<file path="src/rtl/multicycle_ctrl_fsm.sv">
// Multicycle MIPS-subset control FSM with memory wait states and exceptions.
// Ports:
//   clk, rst              : clock, synchronous active-high reset
//   opcode, funct         : IR[31:26] / IR[5:0]
//   zero, overflow        : ALU flags
//   PCWrite..EQorNE       : single-bit datapath enables/selects
//   ALUOp, IorD, PCSrc,
//   RegDst, ALUSrcB,
//   MemtoReg              : multi-bit datapath selects
//   state_out             : current state code
module multicycle_ctrl_fsm #(
    parameter int unsigned MEM_WAIT    = 2,
    parameter logic [3:0]  SP_INIT_SEL = 4'd8
) (
    input  logic       clk,
    input  logic       rst,
    input  logic [5:0] opcode,
    input  logic [5:0] funct,
    input  logic       zero,
    input  logic       overflow,
    output logic       PCWrite,
    output logic       PCWriteCond,
    output logic       MemRead_Write,
    output logic       IRWrite,
    output logic       RegWrite,
    output logic       ALUOutLoad,
    output logic       EPCWrite,
    output logic       RegALoad,
    output logic       RegBLoad,
    output logic       ALUSrcA,
    output logic       EQorNE,
    output logic [2:0] ALUOp,
    output logic [2:0] IorD,
    output logic [2:0] PCSrc,
    output logic [1:0] RegDst,
    output logic [1:0] ALUSrcB,
    output logic [3:0] MemtoReg,
    output logic [4:0] state_out
);

    localparam logic [4:0] S_RESET    = 5'd0;
    localparam logic [4:0] S_FETCH    = 5'd1;
    localparam logic [4:0] S_DECODE   = 5'd2;
    localparam logic [4:0] S_EXEC_R   = 5'd3;
    localparam logic [4:0] S_EXEC_I   = 5'd4;
    localparam logic [4:0] S_WB_R     = 5'd5;
    localparam logic [4:0] S_WB_I     = 5'd6;
    localparam logic [4:0] S_MEM_ADDR = 5'd7;
    localparam logic [4:0] S_MEM_RD   = 5'd8;
    localparam logic [4:0] S_WB_LW    = 5'd9;
    localparam logic [4:0] S_MEM_WR   = 5'd10;
    localparam logic [4:0] S_BRANCH   = 5'd11;
    localparam logic [4:0] S_JUMP     = 5'd12;
    localparam logic [4:0] S_EXC_EPC  = 5'd13;
    localparam logic [4:0] S_EXC_RD   = 5'd14;
    localparam logic [4:0] S_EXC_PC   = 5'd15;

    localparam logic [5:0] OP_RTYPE = 6'h00;
    localparam logic [5:0] OP_J     = 6'h02;
    localparam logic [5:0] OP_BEQ   = 6'h04;
    localparam logic [5:0] OP_BNE   = 6'h05;
    localparam logic [5:0] OP_ADDI  = 6'h08;
    localparam logic [5:0] OP_LW    = 6'h23;
    localparam logic [5:0] OP_SW    = 6'h2B;

    localparam logic [5:0] FN_ADD = 6'h20;
    localparam logic [5:0] FN_SUB = 6'h22;
    localparam logic [5:0] FN_AND = 6'h24;

    localparam logic [2:0] ALU_LOADA = 3'b000;
    localparam logic [2:0] ALU_ADD   = 3'b001;
    localparam logic [2:0] ALU_SUB   = 3'b010;
    localparam logic [2:0] ALU_AND   = 3'b011;

    localparam logic [3:0] WAIT_LAST = 4'(MEM_WAIT - 1);

    logic [4:0] state;
    logic [4:0] state_nxt;
    logic [3:0] cnt;
    logic       cause_ovf;
    logic       cause_nxt;
    logic       wait_done;
    logic       funct_ok;
    logic       r_traps;

    // zero is consumed by the datapath's PC gating, not by the FSM.
    logic unused_zero;
    assign unused_zero = zero;

    assign wait_done = (cnt == WAIT_LAST);
    assign funct_ok  = (funct == FN_ADD) || (funct == FN_SUB) ||
                       (funct == FN_AND);
    // Logical and cannot overflow, so only add/sub may trap.
    assign r_traps   = overflow && (funct != FN_AND);
    assign state_out = state;

    always_comb begin
        state_nxt = state;
        cause_nxt = cause_ovf;
        case (state)
            S_RESET: state_nxt = S_FETCH;
            S_FETCH: begin
                if (wait_done) state_nxt = S_DECODE;
            end
            S_DECODE: begin
                case (opcode)
                    OP_RTYPE: state_nxt = funct_ok ? S_EXEC_R : S_EXC_EPC;
                    OP_ADDI:  state_nxt = S_EXEC_I;
                    OP_LW,
                    OP_SW:    state_nxt = S_MEM_ADDR;
                    OP_BEQ,
                    OP_BNE:   state_nxt = S_BRANCH;
                    OP_J:     state_nxt = S_JUMP;
                    default:  state_nxt = S_EXC_EPC;
                endcase
                cause_nxt = 1'b0;
            end
            S_EXEC_R: begin
                state_nxt = r_traps ? S_EXC_EPC : S_WB_R;
                cause_nxt = 1'b1;
            end
            S_EXEC_I: begin
                state_nxt = overflow ? S_EXC_EPC : S_WB_I;
                cause_nxt = 1'b1;
            end
            S_WB_R:     state_nxt = S_FETCH;
            S_WB_I:     state_nxt = S_FETCH;
            S_MEM_ADDR: begin
                state_nxt = (opcode == OP_LW) ? S_MEM_RD : S_MEM_WR;
            end
            S_MEM_RD: begin
                if (wait_done) state_nxt = S_WB_LW;
            end
            S_WB_LW: state_nxt = S_FETCH;
            S_MEM_WR: begin
                if (wait_done) state_nxt = S_FETCH;
            end
            S_BRANCH:  state_nxt = S_FETCH;
            S_JUMP:    state_nxt = S_FETCH;
            S_EXC_EPC: state_nxt = S_EXC_RD;
            S_EXC_RD: begin
                if (wait_done) state_nxt = S_EXC_PC;
            end
            S_EXC_PC: state_nxt = S_FETCH;
            default:  state_nxt = S_RESET;
        endcase
    end

    // Cause only moves when actually entering EXC_EPC, so it stays
    // stable through EXC_RD.
    always_ff @(posedge clk) begin
        if (rst) begin
            state     <= S_RESET;
            cnt       <= 4'd0;
            cause_ovf <= 1'b0;
        end else begin
            state <= state_nxt;
            if (state_nxt != state) begin
                cnt <= 4'd0;
            end else begin
                cnt <= cnt + 4'd1;
            end
            if (state_nxt == S_EXC_EPC) begin
                cause_ovf <= cause_nxt;
            end
        end
    end

    always_comb begin
        PCWrite       = 1'b0;
        PCWriteCond   = 1'b0;
        MemRead_Write = 1'b0;
        IRWrite       = 1'b0;
        RegWrite      = 1'b0;
        ALUOutLoad    = 1'b0;
        EPCWrite      = 1'b0;
        RegALoad      = 1'b0;
        RegBLoad      = 1'b0;
        ALUSrcA       = 1'b0;
        EQorNE        = 1'b0;
        ALUOp         = ALU_LOADA;
        IorD          = 3'd0;
        PCSrc         = 3'd0;
        RegDst        = 2'd0;
        ALUSrcB       = 2'd0;
        MemtoReg      = 4'd0;
        case (state)
            S_RESET: begin
                RegWrite = 1'b1;
                RegDst   = 2'd2;
                MemtoReg = SP_INIT_SEL;
            end
            S_FETCH: begin
                ALUSrcB = 2'd1;
                ALUOp   = ALU_ADD;
                // PC+4 and IR capture only once memory data is valid.
                PCWrite = wait_done;
                IRWrite = wait_done;
            end
            S_DECODE: begin
                RegALoad   = 1'b1;
                RegBLoad   = 1'b1;
                ALUSrcB    = 2'd3;
                ALUOp      = ALU_ADD;
                ALUOutLoad = 1'b1;
            end
            S_EXEC_R: begin
                ALUSrcA    = 1'b1;
                ALUOutLoad = 1'b1;
                case (funct)
                    FN_SUB:  ALUOp = ALU_SUB;
                    FN_AND:  ALUOp = ALU_AND;
                    default: ALUOp = ALU_ADD;
                endcase
            end
            S_EXEC_I,
            S_MEM_ADDR: begin
                ALUSrcA    = 1'b1;
                ALUSrcB    = 2'd2;
                ALUOp      = ALU_ADD;
                ALUOutLoad = 1'b1;
            end
            S_WB_R: begin
                RegWrite = 1'b1;
                RegDst   = 2'd1;
            end
            S_WB_I: RegWrite = 1'b1;
            S_MEM_RD: IorD = 3'd1;
            S_WB_LW: begin
                RegWrite = 1'b1;
                MemtoReg = 4'd1;
            end
            S_MEM_WR: begin
                IorD          = 3'd1;
                MemRead_Write = 1'b1;
            end
            S_BRANCH: begin
                ALUSrcA     = 1'b1;
                ALUOp       = ALU_SUB;
                PCWriteCond = 1'b1;
                PCSrc       = 3'd1;
                EQorNE      = (opcode == OP_BNE);
            end
            S_JUMP: begin
                PCWrite = 1'b1;
                PCSrc   = 3'd2;
            end
            S_EXC_EPC: begin
                // PC already advanced in FETCH; EPC gets PC-4.
                ALUSrcB  = 2'd1;
                ALUOp    = ALU_SUB;
                EPCWrite = 1'b1;
            end
            S_EXC_RD: IorD = cause_ovf ? 3'd4 : 3'd3;
            S_EXC_PC: begin
                PCWrite = 1'b1;
                PCSrc   = 3'd4;
            end
            default: ;
        endcase
    end

endmodule

</file>
<file path="config.mk">
export PLATFORM = sky130hd
export DESIGN_NAME = multicycle_ctrl_fsm
export DESIGN_NICKNAME = d
export VERILOG_FILES = /design/src/rtl/multicycle_ctrl_fsm.sv
export SDC_FILE = /design/constraint.sdc
export NUM_CORES = 1
export LEC_CHECK = 0
export ABC_AREA = 0
export CAP_MARGIN = 20
export CORE_AREA = 2 2 69 84
export CTS_CLUSTER_DIAMETER = 120
export DETAILED_ROUTE_END_ITERATION = 10
export DIE_AREA = 0 0 71 86
export GPL_ROUTABILITY_DRIVEN = 0
export SYNTH_ARGS = -nofsm -noshare
export SYNTH_HDL_FRONTEND = slang
export SYNTH_SLANG_ARGS = --single-unit
</file>
<file path="constraint.sdc">
create_clock -name clk -period 3.3 [get_ports clk]
set_input_delay 0.66 -clock clk [delete_from_list [all_inputs] [get_ports clk]]
set_output_delay 0.66 -clock clk [all_outputs]
set_load 0.02 [all_outputs]
</file>
# Yosys cells after proc, flatten, opt, wreduce, memory -nomap -nowiden
# Cells that the tools add are included.
[word_totals]
output_inout_bits = 33
inputBits = 16
word_cells = 82
reg_bits = 10
[op_classes]
addsub = 1
n_mux = 29
eq_ne = 28
n_reduce_logical = 21
[op_table]
columns = ["operator", "n"]
rows = [
  ["5-bit case mux with 10 select lines", 1],
  ["5-bit by 4-bit equality test with 1-bit output, second input constant", 9],
  ["6-bit equality test, second input constant", 5],
  ["5-bit by 3-bit equality test with 1-bit output, second input constant", 4],
  ["5-bit two-way mux", 4],
  ["4-bit case mux with 5 select lines", 1],
  ["2-bit OR reduction", 9],
  ["4-bit OR reduction", 4],
  ["6-bit by 3-bit equality test with 1-bit output, second input constant", 2],
  ["4-bit two-way mux", 3],
  ["2-bit case mux with 3 select lines", 2],
  ["5-bit by 2-bit equality test with 1-bit output, second input constant", 2],
  ["1-bit two-way mux", 9],
  ["3-bit case mux with 3 select lines", 1],
  ["2-bit case mux with 2 select lines", 2],
  ["4-bit case mux with 2 select lines", 1],
  ["7-bit OR reduction", 1],
  ["6-bit by 2-bit equality test with 1-bit output, second input constant", 1],
  ["6-bit by 4-bit equality test with 1-bit output, second input constant", 1],
  ["6-bit logical NOT", 1],
  ["6-bit != test, second input constant", 1],
  ["3-bit case mux with 2 select lines", 1],
  ["5-bit by 1-bit equality test with 1-bit output, second input constant", 1],
  ["5-bit logical NOT", 1],
  ["other kinds (10)", 12],
]

# Longest topological paths before layout
# Gate-level depths: netlist (run 1).
[logic_depth]
ltp_word = 8
ltp_mapped = 8
depth_no_buf = 8

# Worst setup path before layout (run 1)
# OpenSTA, ideal clock, no wires.
[synth_path]
path_type = "register to output"
startpoint = "register state[2] (netlist: state_out[2])"
endpoint = "output port ALUOutLoad"
arrival_time_ns = 1.914
n_path_buf = 1
setup_slack_ns = 0.726
path_stages_with_launch = 5
required_time_ns = 2.640
path_cell_list = "dfxtp_1 > buf_4 > or3b_1 > o31ai_1 > nand2b_1"
[synth_via]
elab_chain_len = 3
word_cells_on_any_way = 6
classes_between = "4 x eq/ne; 1 x mux; 1 x reduce/logical"
[synth_rtl]
columns = ["item", "line_no", "text"]
rows = [
  ["start, declared", "77", "logic [4:0] state;"],
  ["start signal, assigned", "157", "state <= state_nxt;"],
  ["5-bit by 2-bit equality test with 1-bit output or 5-bit by 3-bit equality test with 1-bit output (tied branches)", "187", "case (state)"],
  ["4-bit OR reduction (no source line) (*)", "n/a", ""],
  ["1-bit two-way mux (*)", "187", ""],
  ["end, declared", "26", "output logic ALUOutLoad,"],
]
# Mark *: on every way between the ends. The rest lies on a longest branch, timed or not.

# Worst setup path after layout (run 1)
[layout_path]
startpoint = "input port funct[0]"
endpoint = "output port ALUOp[1]"
[layout_via]
elab_chain_len = 3
word_cells_on_any_way = 4
classes_between = "2 x eq/ne; 2 x mux"
[layout_rtl]
columns = ["item", "line_no", "text"]
rows = [
  ["start, declared", "18", "input logic [5:0] funct,"],
  ["6-bit equality test", "210", "case (funct)"],
  ["2-bit case mux with 2 select lines (*)", "210", ""],
  ["2-bit case mux with 3 select lines (*)", "187", ""],
  ["end, declared", "32", "output logic [2:0] ALUOp,"],
]
# Marked as above.

==> flow_summary.yaml, run 1 <==
logic_synthesis:
  yosys_register_bits: 10
  synth.avg_cell_area_um2: 7.60
  yosysTopAreaCell: "dfxtp_1"
  synth_area_leaders: "dfxtp_1, buf_4, nor2_1"
  synth_cell_type_count: 63
  synth_warnings: 0
  ys_seq_area_frac: 0.157
  synth_edf_count: 0
  postSynthCellCount: 168
  synthTopCellsByCount: "nor2_1, nor3_1, dfxtp_1, buf_4, nand2_1"
  post-synth-top-area-fraction: 0.157
  ys.flop_type: "dfxtp_1"
  yosysMostFrequentCell: "nor2_1"
  async_flop_share: 0
  netlist_area_um2: 1280
worst_setup_path:
  worstPathArrival_ps: 2540
  startpoint_type: "input pin"
  cp_max_fo: 3
  worstPathRequired_ps: 2640
  end_kind: "output port"
  setup.worst_path.class: "in2out"
drt:
  dr.pass1.iters: 4
  via_per_inst: 5.22
  drc_errors: 0
  ant_nets: 0
  routed_wirelength_um: 3690
  num_vias: 1415
  wl_per_cell_um: 13.6
  drtIter0Drc: 132
clocking:
  cts_num_sinks: 10
  clk_path_buf_depth: 2
  clock-root-buffer: "clkbuf_8"
  cts_htree_levels: 1
  postCtsSetupBuffers: 0
  cts_hold_buf: 0
  numCtsBuffers: 3
  path_clk_slew_ps: 50
  clk_latency_ps: 230
  cts_tree: "done"
  cts_resized: 0
final_layout:
  multi_input_area_um2: 958
  ff_latch_area_um2: 200
  fill_cells: 561
  antenna_cells: 0
  drive_gt1_frac: 0.148
  fin_nets: 229
  area.growth.synth_to_final_pct: 40.7
floorplan:
  die_h_um: 86
  fp.coreArea_um2: 5260
  num_rows: 29
  io_pins: 49
  start_util: 0.243
  die_x_um: 71
  dieArea_um2: 6110
job:
  drv_cap: 0
global_route:
  grt_pass1_wl_um: 6110
  track_usage: 0.121
  grt_pass1_vias: 1291
  antenna_found_initial: 0
  grt_max_degree: 18
  grt_overflow_total: 0
timing:
  fmax_mhz: 312
  maxSlewViolCount: 0
  finalSetupTns_ps: 0
  hold_violations: 0
  grt_setup_unrepaired: "false"
  skew_ps: 1.90
  min_period_ps: 3200
  slew_headroom: 0.412
  final.setup.worst_slack_ps: 98.5
  fin_crit_sh: 0.970
  worstMarginPinSlew_ps: 870
  setup_viol: 0
pwr:
  peakVddDrop_mv: 0.109
  powerDensity_nw_per_um2: 197
  power.leakage_uw: 0.000606
min_path:
  min_path_type: "reg2reg"
outcome:
  outcome: "finished, final reports clean"
placement:
  hpwl_um: 2950
  port_buffers: 44
  post-place-ws_ps: 72.9
==> cells in the final DEF (no fill, tap or decap), types with 5 or more instances in the layout <==
master,count
dfxtp_1,10
nor2b_1,5
buf_4,7
inv_1,5
a21oi_1,5
nand2_1,8
nand2b_1,6
nor2_1,18
a211oi_1,5
nor3_1,12
clkdlybuf4s50_1,43
==> per-layer routing <==
metal / GRT usage / vias up / share of wire
li1: - / 705 / -
met1: 0.156 / 668 / 0.44
met2: 0.205 / 36 / 0.50
met3: 0.0165 / 6 / 0.046
met4: 0.0446 / 0 / 0.019
met5: 0 / - / 0
==> metrics by stage <==
step | power (uW) | utilization | cells | area, um2 | hold WS, ps
after floorplan | 189 | - | 171 | 1290 | 459
after global placement | 230 | 0.333 | 268 | 1750 | 483
after detailed placement | 231 | 0.333 | 268 | 1750 | 496
after CTS | 360 | 0.341 | 271 | 1790 | 503
after global routing | 370 | 0.341 | 271 | 1800 | 535
final | 354 | 0.341 | 271 | 1800 | 496
==> logic make-up after synthesis <==
logic type / synth area share
compound gates: 0.250
xor+xnor: 0.0412
fa+ha+maj: 0.0196
buf+inv: 0.101
flops: 0.157
mux: 0.0206
other cells: 0.00294
simple gates: 0.408
==> worst paths after layout <==
path | slack (ps) | endpoint | from | depth (start not counted)
max | 100 | ALUOp[1] | funct[0] | 5
min | 500 | cnt[0] | cnt[0] | 1
max reg2reg | 820 | cnt[1] | state_out[0] | 7
min reg2reg | 500 | cnt[0] | cnt[0] | 1
==> layout make-up <==
cell class              instances  share of cell area
clock buffers                   3              0.0230
repair buffers                 51               0.276
inverters                       6              0.0125
well taps                      62              0.0432
flip-flops and latches         10               0.111
multi-input cells             139               0.534
==> critical path, cell delays in order <==
cell and delay, ps:
clkdlybuf4s50_1 430, or4b_4 560, nor3_1 180, or3_1 120, clkdlybuf4s50_1 590
==> flip-flops by register name (all words and copies together) (netlist names) <==
register,cells
state_out,5
cause_ovf,1
cnt,4
==> where the power goes <==
| part | switching [uW] | total (uW) | leakage, uW | internal [uW] |
|---|---|---|---|---|
| registers | 7.80 | 132 | 0.0000814 | 124 |
| clock network | 46.1 | 126 | 0.0000216 | 79.8 |
| logic | 48.7 | 97.0 | 0.000503 | 48.3 |
Note: power is estimated with default switching activity, not from simulation.
==> run 2, diff against run 1 <==
--- a/config.mk
+++ b/config.mk
@@ -12,6 +12,7 @@
 export DETAILED_ROUTE_END_ITERATION = 10
 export DIE_AREA = 0 0 71 86
 export GPL_ROUTABILITY_DRIVEN = 0
+export SKIP_LAST_GASP = 1
 export SYNTH_ARGS = -nofsm -noshare
 export SYNTH_HDL_FRONTEND = slang
 export SYNTH_SLANG_ARGS = --single-unit
==> results of run 2 <==
Same layout as run 1: the final DEF is identical, and so are final timing and power.
==> run 3, diff against run 2 <==
==> constraint.sdc (replaced) <==
create_clock -name clk -period 3.5 [get_ports clk]
set_input_delay 0.7 -clock clk [delete_from_list [all_inputs] [get_ports clk]]
set_output_delay 0.7 -clock clk [all_outputs]
set_load 0.02 [all_outputs]
==> flow_summary.yaml, run 3 (synthesis results as in run 1) <==
outcome:
  outcome: "finished, final reports clean"
worst_setup_path:
  startpoint: "funct[0]"
  worstPathCellList: "clkdlybuf4s50_1 > or4b_4 > o31ai_1 > a31oi_1 > clkdlybuf4s50_1"
  end_kind: "output port"
  worstPathRequired_ps: 2800
  crit_slowest_cell: "clkdlybuf4s50_1"
  cp_max_fo: 3
  startpoint_type: "input pin"
  setup.worst_path.class: "in2out"
  rr_worst_depth: 6
  r2r-end: "cnt[1]"
  worstPathArrival_ps: 2620
  cp_slowest_stage_delay_ps: 570
  cpMostUsedCell: "clkdlybuf4s50_1"
  r2r-start: "state_out[1]"
  rrSetupSlack_ps: 1050
global_route:
  grtUsageMet3: 0.0282
  grt_pass1_wl_um: 6220
  grt_pass1_vias: 1299
  grt_max_degree: 17
  met1_usage: 0.154
  top_usage_layer: "met2"
  antenna_found_initial: 0
  grt_overflow_total: 0
  grtUsageMet2: 0.220
  track_usage: 0.124
timing:
  slew_headroom: 0.354
  maxSlewViolCount: 0
  finalSetupTns_ps: 0
  grt_setup_unrepaired: "false"
  min_period_ps: 3320
  hold_violations: 0
  fin_crit_sh: 0.948
  worstMarginPinSlew_ps: 956
  setup_viol: 0
  skew_ps: 1.77
  fmax_mhz: 301
pwr:
  power.leakage_uw: 0.000590
  power_uw: 332
  p_seq_frac: 0.372
  p_sw_uw: 94.9
  pwr-share-comb: 0.276
  peakVddDrop_mv: 0.143
  p_sw_frac: 0.286
  p_clk_frac: 0.351
  p_int_uw: 237
  powerDensity_nw_per_um2: 185
clocking:
  path_clk_slew_ps: 50
  clock-root-buffer: "clkbuf_8"
  clk_path_buf_depth: 2
  cts_hold_buf: 0
  cts_tree: "done"
  numCtsBuffers: 3
  postCtsSetupBuffers: 0
  cts_num_sinks: 10
  clk_latency_ps: 230
  cts_htree_levels: 1
  cts_resized: 0
final_layout:
  multi_input_area_um2: 958
  area.growth.synth_to_final_pct: 40.5
  drive_gt1_frac: 0.148
  largest_reg_flops: 5
  ff_latch_area_um2: 200
  fin_nets: 229
  fill_cells: 564
  mostFrequentLayoutCells: "clkdlybuf4s50_1, nor2_1, nor3_1"
  final_common_cell: "clkdlybuf4s50_1"
  antenna_cells: 0
drt:
  via_per_inst: 5.20
  num_vias: 1410
  drc_errors: 0
  dr.pass1.iters: 4
  routed_wirelength_um: 3760
  drtIter0Drc: 92
  wl_per_cell_um: 13.9
  ant_nets: 0
floorplan:
  dieArea_um2: 6110
  start_util: 0.243
  io_pins: 49
  num_rows: 29
  die_x_um: 71
  die_h_um: 86
  fp.coreArea_um2: 5260
placement:
  port_buffers: 44
  hpwl_um: 2980
job:
  drv_cap: 0
min_path:
  min_path_type: "reg2reg"
  whs_path_depth: 1
  hold_path.startpoint: "cnt[0]"
  hold_end: "cnt[0]"
run 3: cell types whose count changed in the layout (fill, tap and decap cells not counted):
cell,delta
dlymetal6s2s_1,-1
clkdlybuf4s50_1,+1
run 3: per-layer routing:
layer	vias up	wire, um
met4	0	13
li1	707	-
met3	2	172
met1	673	1650
met5	-	0
met2	28	1920
run 3: power by group through the flow:
| stage | clock, uW | sequential, uW | combinational [uW] |
|---|---|---|---|
| 4_1_cts | 120 | 123 | 92.3 |
| 3_5_place_dp | 0 | 126 | 91.8 |
| 3_3_place_gp | 0 | 126 | 91.6 |
| 6_report | 117 | 124 | 91.8 |
| 2_1_floorplan | 0 | 123 | 55.3 |
| 5_1_grt | 129 | 124 | 99.3 |
run 3: layout make-up:
cell class | instances | area share
multi-input cells | 139 | 0.535
clock buffers | 3 | 0.0230
well taps | 62 | 0.0433
inverters | 6 | 0.0126
repair buffers | 51 | 0.275
flip-flops and latches | 10 | 0.112
run 3: how the worst max path moves through the flow:
stage	endpoint	cells past startpoint	slack (ps)
3_5_place_dp	ALUOp[0]	5	190
6_report	ALUOp[0]	5	180
2_1_floorplan	ALUOutLoad	4	890
5_1_grt	ALUOp[0]	5	110
4_1_cts	ALUOp[0]	5	180
3_3_place_gp	ALUOp[0]	5	190
run 3: stage by stage:
step	std cells	utilization	hold slack [ps]	setup WS (ps)	instance area, um2
finish	271	0.341	501	180	1790
global route	271	0.341	523	106	1790
CTS	271	0.341	503	182	1790
detailed placement	268	0.333	497	187	1750
global placement	268	0.333	483	189	1750
floorplan	171	-	459	886	1290
run 3: worst max-delay path: cells and delay by family:
family | cells | cell delay (ps)
buffers and inverters | 2 | 990
AND/OR/NAND/NOR | 1 | 560
AO/OA/AOI/OAI | 2 | 380
